<file path="config.mk">
export PLATFORM = sky130hd
export DESIGN_NAME = usb_burst_rd_ctrl
export DESIGN_NICKNAME = d
export VERILOG_FILES = /design/src/rtl/usb_burst_rd_ctrl.sv
export SDC_FILE = /design/constraint.sdc
export NUM_CORES = 1
export LEC_CHECK = 0
export CORE_UTILIZATION = 51
export CTS_CLUSTER_DIAMETER = 120
export DETAILED_ROUTE_END_ITERATION = 7
export PLACE_DENSITY = 0.84
export SYNTH_ARGS = -nofsm -noshare
export SYNTH_HDL_FRONTEND = slang
export SYNTH_SLANG_ARGS = --single-unit
</file>
<file path="constraint.sdc">
create_clock -name clk -period 5.82 [get_ports clk]
set_clock_uncertainty 0.15 [all_clocks]
set_input_delay 1.455 -clock clk [delete_from_list [all_inputs] [get_ports clk]]
set_output_delay 1.455 -clock clk [all_outputs]
set_load 0.03 [all_outputs]
</file>
<file path="src/rtl/usb_burst_rd_ctrl.sv">
`default_nettype none
// +----------------------------------------------------------------------+
// | Module   : usb_burst_rd_ctrl                                         |
// | Brief    : FX3 slave-FIFO burst read sequencer. Waits for FLAGA and   |
// |            a free cache slot, reads BURST_LEN words, hides the FIFO   |
// |            read latency and ends each burst with frame_done/err.      |
// | Options  : define TRAILER_CHECK_EN to compare the word written at     |
// |            the last address against TRAILER (mismatch -> frame_err).  |
// | Revision : 1.0  initial release                                       |
// +----------------------------------------------------------------------+
module usb_burst_rd_ctrl #(
  parameter int          BURST_LEN   = 256,
  parameter int          RD_LATENCY  = 2,
  parameter int          FLAG_SETTLE = 2,
  parameter logic [31:0] TRAILER     = 32'hFFAA00AA
) (
  input  logic                         clk,
  input  logic                         rst_n,
  input  logic                         USB3_FLAGA,
  input  logic [31:0]                  USB3_DATA,
  input  logic                         buf_ready,
  output logic                         SLRD_n,
  output logic                         SLOE_n,
  output logic [3:0]                   usb_rd_state,
  output logic                         wr_en,
  output logic [$clog2(BURST_LEN)-1:0] wr_addr,
  output logic [31:0]                  wr_data,
  output logic                         frame_done,
  output logic                         frame_err
);

  localparam int c_AW = $clog2(BURST_LEN);
  localparam int c_CW = c_AW + 1;

  localparam logic [3:0] c_IDLE   = 4'd0;
  localparam logic [3:0] c_SETTLE = 4'd3;
  localparam logic [3:0] c_READ   = 4'd6;
  localparam logic [3:0] c_DRAIN  = 4'd7;
  localparam logic [3:0] c_DONE   = 4'd8;

  localparam logic [3:0]      c_SETTLE_LAST = 4'(FLAG_SETTLE - 1);
  localparam logic [2:0]      c_DRAIN_LAST  = 3'(RD_LATENCY - 1);
  localparam logic [c_CW-1:0] c_BURST       = c_CW'(BURST_LEN);
  localparam logic [c_AW-1:0] c_LAST_ADDR   = c_AW'(BURST_LEN - 1);

  logic [3:0]            r_state;
  logic [3:0]            w_state_nxt;
  logic [3:0]            r_settle_cnt;
  logic [c_CW-1:0]       r_issue_cnt;
  logic [2:0]            r_drain_cnt;
  logic [c_AW-1:0]       r_cap_cnt;
  logic                  r_cap_wrap;
  logic                  r_abort;
  logic [RD_LATENCY-1:0] r_pipe;

  logic w_start;
  logic w_abort_set;
  logic w_issue;
  logic w_capture;
  logic w_count_ok;
  logic w_trl_bad;
  logic w_slrd_n_nxt;
  logic w_sloe_n_nxt;
  logic w_done_nxt;
  logic w_err_nxt;

  assign usb_rd_state = r_state;
  assign w_start      = (r_state == c_IDLE) && (w_state_nxt == c_SETTLE);
  assign w_capture    = r_pipe[RD_LATENCY-1];
  // A full burst leaves the wrapping capture counter back at zero after a wrap.
  assign w_count_ok   = r_cap_wrap && (r_cap_cnt == '0);

  // Next-state decision; a FLAGA drop in READ wins over burst completion.
  always_comb begin
    w_state_nxt = r_state;
    w_abort_set = 1'b0;
    case (r_state)
      c_IDLE:   if (USB3_FLAGA && buf_ready) w_state_nxt = c_SETTLE;
      c_SETTLE: begin
        if (!USB3_FLAGA)                       w_state_nxt = c_IDLE;
        else if (r_settle_cnt == c_SETTLE_LAST) w_state_nxt = c_READ;
      end
      c_READ: begin
        if (!USB3_FLAGA) begin
          w_state_nxt = c_DRAIN;
          w_abort_set = 1'b1;
        end else if (r_issue_cnt == c_BURST) begin
          w_state_nxt = c_DRAIN;
        end
      end
      c_DRAIN:  if (r_drain_cnt == c_DRAIN_LAST) w_state_nxt = c_DONE;
      c_DONE:   w_state_nxt = c_IDLE;
      default:  w_state_nxt = c_IDLE;
    endcase
  end

  // Output decode from the next state so every pin is a plain flop.
  always_comb begin
    w_issue      = (w_state_nxt == c_READ);
    w_slrd_n_nxt = ~w_issue;
    w_sloe_n_nxt = ~((w_state_nxt == c_READ) || (w_state_nxt == c_DRAIN));
    w_done_nxt   = (w_state_nxt == c_DONE);
    w_err_nxt    = w_done_nxt && (r_abort || !w_count_ok || w_trl_bad);
  end

  // State register, FX3 strobes, burst report and sequencing counters.
  always_ff @(posedge clk) begin
    if (!rst_n) begin
      r_state      <= c_IDLE;
      SLRD_n       <= 1'b1;
      SLOE_n       <= 1'b1;
      frame_done   <= 1'b0;
      frame_err    <= 1'b0;
      r_settle_cnt <= '0;
      r_issue_cnt  <= '0;
      r_drain_cnt  <= '0;
      r_abort      <= 1'b0;
    end else begin
      r_state    <= w_state_nxt;
      SLRD_n     <= w_slrd_n_nxt;
      SLOE_n     <= w_sloe_n_nxt;
      frame_done <= w_done_nxt;
      frame_err  <= w_err_nxt;
      if (w_start) begin
        r_settle_cnt <= '0;
        r_issue_cnt  <= '0;
        r_abort      <= 1'b0;
      end else begin
        if (r_state == c_SETTLE) r_settle_cnt <= r_settle_cnt + 4'd1;
        if (w_issue)             r_issue_cnt  <= r_issue_cnt + c_CW'(1);
        if (w_abort_set)         r_abort      <= 1'b1;
      end
      r_drain_cnt <= (r_state == c_DRAIN) ? r_drain_cnt + 3'd1 : 3'd0;
    end
  end

  // Capture stage: write the bus word when the latency pipe says it is valid.
  always_ff @(posedge clk) begin
    if (!rst_n) begin
      wr_en      <= 1'b0;
      wr_addr    <= '0;
      wr_data    <= '0;
      r_cap_cnt  <= '0;
      r_cap_wrap <= 1'b0;
    end else begin
      wr_en <= w_capture;
      if (w_start) begin
        r_cap_cnt  <= '0;
        r_cap_wrap <= 1'b0;
      end else if (w_capture) begin
        wr_addr   <= r_cap_cnt;
        wr_data   <= USB3_DATA;
        r_cap_cnt <= r_cap_cnt + c_AW'(1);
        if (r_cap_cnt == c_LAST_ADDR) r_cap_wrap <= 1'b1;
      end
    end
  end

  generate
    if (RD_LATENCY == 1) begin : g_pipe_single
      // Single-stage read tracker.
      always_ff @(posedge clk) begin
        if (!rst_n) r_pipe <= '0;
        else        r_pipe <= w_issue;
      end
    end else begin : g_pipe_shift
      // Shift register delaying each issued read by the FIFO latency.
      always_ff @(posedge clk) begin
        if (!rst_n) r_pipe <= '0;
        else        r_pipe <= {r_pipe[RD_LATENCY-2:0], w_issue};
      end
    end
  endgenerate

`ifdef TRAILER_CHECK_EN
  logic r_trl_bad;

  // Remember whether the word at the final address matched the trailer.
  always_ff @(posedge clk) begin
    if (!rst_n)        r_trl_bad <= 1'b0;
    else if (w_start)  r_trl_bad <= 1'b0;
    else if (w_capture && (r_cap_cnt == c_LAST_ADDR))
      r_trl_bad <= (USB3_DATA != TRAILER);
  end

  assign w_trl_bad = r_trl_bad;
`else
  assign w_trl_bad = 1'b0;
`endif

endmodule
`default_nettype wire

</file>
==> impl_metrics.ini <==
[status]
outcome = complete, no violations

[finish]
syn_to_final_growth_pct = 35.11
drive_gt1_share_pct = 6.378
nNetsFinal = 478
fin_cells = 511
antenna_cells = 0
layout_common_cells = 92 x nand2_1, 84 x clkdlybuf4s50_1, 77 x dfxtp_1
fillers = 431
final_core_util_pct = 73.05
final_common_cell = nand2_1

[routing]
vias = 2637
drt_wl_total_um = 6810
ant_nets = 0
vias_per_cell = 5.160
wire_per_inst_um = 13.33
drtIter0Drc = 87
drc = 0
dr.pass1.iters = 4

[worst_setup_path]
cp_slowest_cell = and2_1
max_stage_delay_ns = 0.95
crit_chain = clkdlybuf4s50_1 > nand4_1 > and2_1 > buf_4 > nand2_1 > a21oi_1
crit_required_ns = 5.94
r2r_start = usb_rd_state[3]
arrival_ns = 3.64
path_max_fanout = 35
regToRegEndpoint = wr_data[8]
reg2reg_depth = 6
crit_path_end_kind = flip-flop
path_class = in -> reg
reg2reg_slack_ns = 3.42
critPathLaunchType = primary input

[yosys]
synth_edf_count = 0
ys_seq_area_share_pct = 50.53
ys_top_cells_by_area = dfxtp_1 51%, nand2_1 11%, a21oi_1 6.9%
yosys.area_share.simple_pct = 24.73
synth_top_family_by_area = simple AND/OR/NAND/NOR gates
synth_compound_area_share_pct = 11.53
synth.area.mux_share_pct = 1.805
syn_area_mm2 = 0.003050
yosysWarnings = 0
synth_flop_cell = dfxtp_1
synth-seq-cells = 77
synth.top_cell.area_share_pct = 50.53
synth_fp_nets = 398
synthArstFlopShare_pct = 0
synthAdderAreaFrac_pct = 3.281
ys_types = 41
syn_inst = 354
yosys.area.top_type = dfxtp_1
synth-xor-area-share_pct = 4.307
synth.avg_cell_area_um2 = 8.617

[placement]
dp.cells = 495
preCtsSetupSlack_ns = 1.937
finalWeightedCongestion = 0.8305
port_buffers = 84
dp_hpwl_um = 4709

[floorplan]
die_x_um = 79.34
io_pins = 85
start_util_pct = 54.07
die_area_mm2 = 0.006295
core_mm2 = 0.005642
die_h_um = 79.34
rows = 27

[grt]
grt_pass1_vias = 2465
grt_max_degree = 41
gr-total-overflow = 0
grt_pass1_wl_um = 11010
antenna_found_initial = 0
grt_util_all_layers_pct = 22.76

[sta]
drv_slew = 0
min_period_ns = 3.526
rsz0062_at_grt = false
max_freq_mhz = 283.6
worst_slew_pin_slew_ns = 1.192
fin_tns_setup_ns = 0
post-route-period-util_pct = 60.59
hold_viol_final = 0
setup_viol = 0
relSlewSlack_pct = 20.50
fin_ws_ns = 2.294

[flow_run]
max_cap_violations = 0

[power_and_ir_drop]
p_per_area_mw_per_mm2 = 234.6
switching_power_uw = 205.6
switching_share_pct = 21.27
pwr-share-comb_pct = 4.5
pwr-share-seq_pct = 54.6
peakVddDrop_mv = 0.1655
p_int_uw = 761.2
p_leak_nw = 1.432
clkPwrFrac_pct = 40.9

[clock_tree]
post-cts-setup-buffer-count = 0
clock_sinks = 77
clk_pin_slew_worst_paths_ns = 0.08
holdBufCountCts = 0
cts_tree = yes
root_buffer = clkbuf_8
clockBufferDepth = 2
ctsHtreeMaxLevel = 3
clk_latency_ns = 0.34
cts_made_buffers = 9
cts_resized = 0

[worst_hold_path]
holdPathStages = 1
holdCritStartpoint = r_pipe[0]
hold_end = r_pipe[1]
hold_path.class = reg -> reg
==> critical path: cells and delay by family <==
family	cells	cell delay (ns)
buffers and inverters	2	0.85
AOI/OAI and AO/OA	1	0.11
and+or+nand+nor	3	1.22
==> worst max-delay path by stage <==
| stage | from | endpoint | slack [ns] | depth (start not counted) |
|---|---|---|---|---|
| 6_report | USB3_FLAGA | wr_data[8] | 2.29 | 6 |
| 5_1_grt | USB3_FLAGA | wr_data[8] | 2.05 | 6 |
| 4_1_cts | USB3_FLAGA | wr_data[20] | 2.28 | 6 |
| 3_5_place_dp | USB3_FLAGA | wr_data[20] | 1.94 | 6 |
| 3_3_place_gp | USB3_FLAGA | wr_data[26] | 2.00 | 6 |
| 2_1_floorplan | USB3_FLAGA | r_issue_cnt[4] | 3.15 | 5 |
==> routing by layer <==
metal | share of wire (%) | vias up | GRT usage, % | routed length, um
li1 | - | 1331 | - | -
met1 | 44 | 1218 | 27.55 | 3029
met2 | 49 | 74 | 38.19 | 3322
met3 | 4.5 | 14 | 4.598 | 306
met4 | 2.2 | 0 | 11.45 | 151
met5 | 0 | - | 0 | 0
==> cell type report <==
class	count	area (um2)	share of cell area, %
Timing Repair Buffer	87	863.3	20.95
Clock inverter	4	47.55	1.154
Inverter	11	41.29	1.002
Multi-Input combinational cell	248	1393	33.79
Clock buffer	12	145.1	3.522
Tap cell	72	90.09	2.186
Sequential cell	77	1541	37.40
==> synth_stat cells, drive strengths merged, types with 2 or more instances <==
master,instances
and3,3
nand3b,2
nor3b,2
nand3,6
nor2,32
nor4b,3
xor2,6
and4,2
nand4,7
o21ai,2
or3,2
xnor2,9
a211oi,4
nand2,92
ha,8
and2,5
clkbuf,17
a31oi,2
mux2i,4
or4b,2
dfxtp,77
inv,10
a21oi,45
==> state kept, by name, summed over array words and instances, names as in the netlist <==
| register | count |
|---|---|
| r_cap_cnt | 8 |
| SLRD_n | 1 |
| frame_err | 1 |
| r_cap_wrap | 1 |
| wr_addr | 8 |
| frame_done | 1 |
| SLOE_n | 1 |
| usb_rd_state | 4 |
| wr_data | 32 |
| r_settle_cnt | 4 |
| r_issue_cnt | 9 |
| r_pipe | 2 |
| r_abort | 1 |
| r_drain_cnt | 3 |
| wr_en | 1 |
==> cell families after synthesis <==
family	after synthesis
DFF	77
and+or+nand+nor	163
AOI/OAI and AO/OA	57
muxes	5
xor gates and xnor gates	15
buffers and inverters	29
adders and majority gates	8
==> power groups by stage <==
stage,registers [mW],clock network (mW),logic [mW]
after floorplan,0.542,0,0.0136
after global placement,0.540,0,0.0432
after detailed placement,0.541,0,0.0435
after CTS,0.528,0.401,0.0438
after global routing,0.528,0.428,0.0467
final,0.528,0.395,0.0436
==> through the flow <==
stage | total power, mW | hold slack, ns | area [um2]
final | 0.9668 | 0.2855 | 4121
after CTS | 0.9730 | 0.2851 | 4121
after floorplan | 0.5551 | 0.2619 | 3050
after global routing | 1.003 | 0.2995 | 4121
after detailed placement | 0.5840 | 0.2669 | 3929
after global placement | 0.5837 | 0.2649 | 3929
Note: power is estimated with default switching activity, not from simulation.
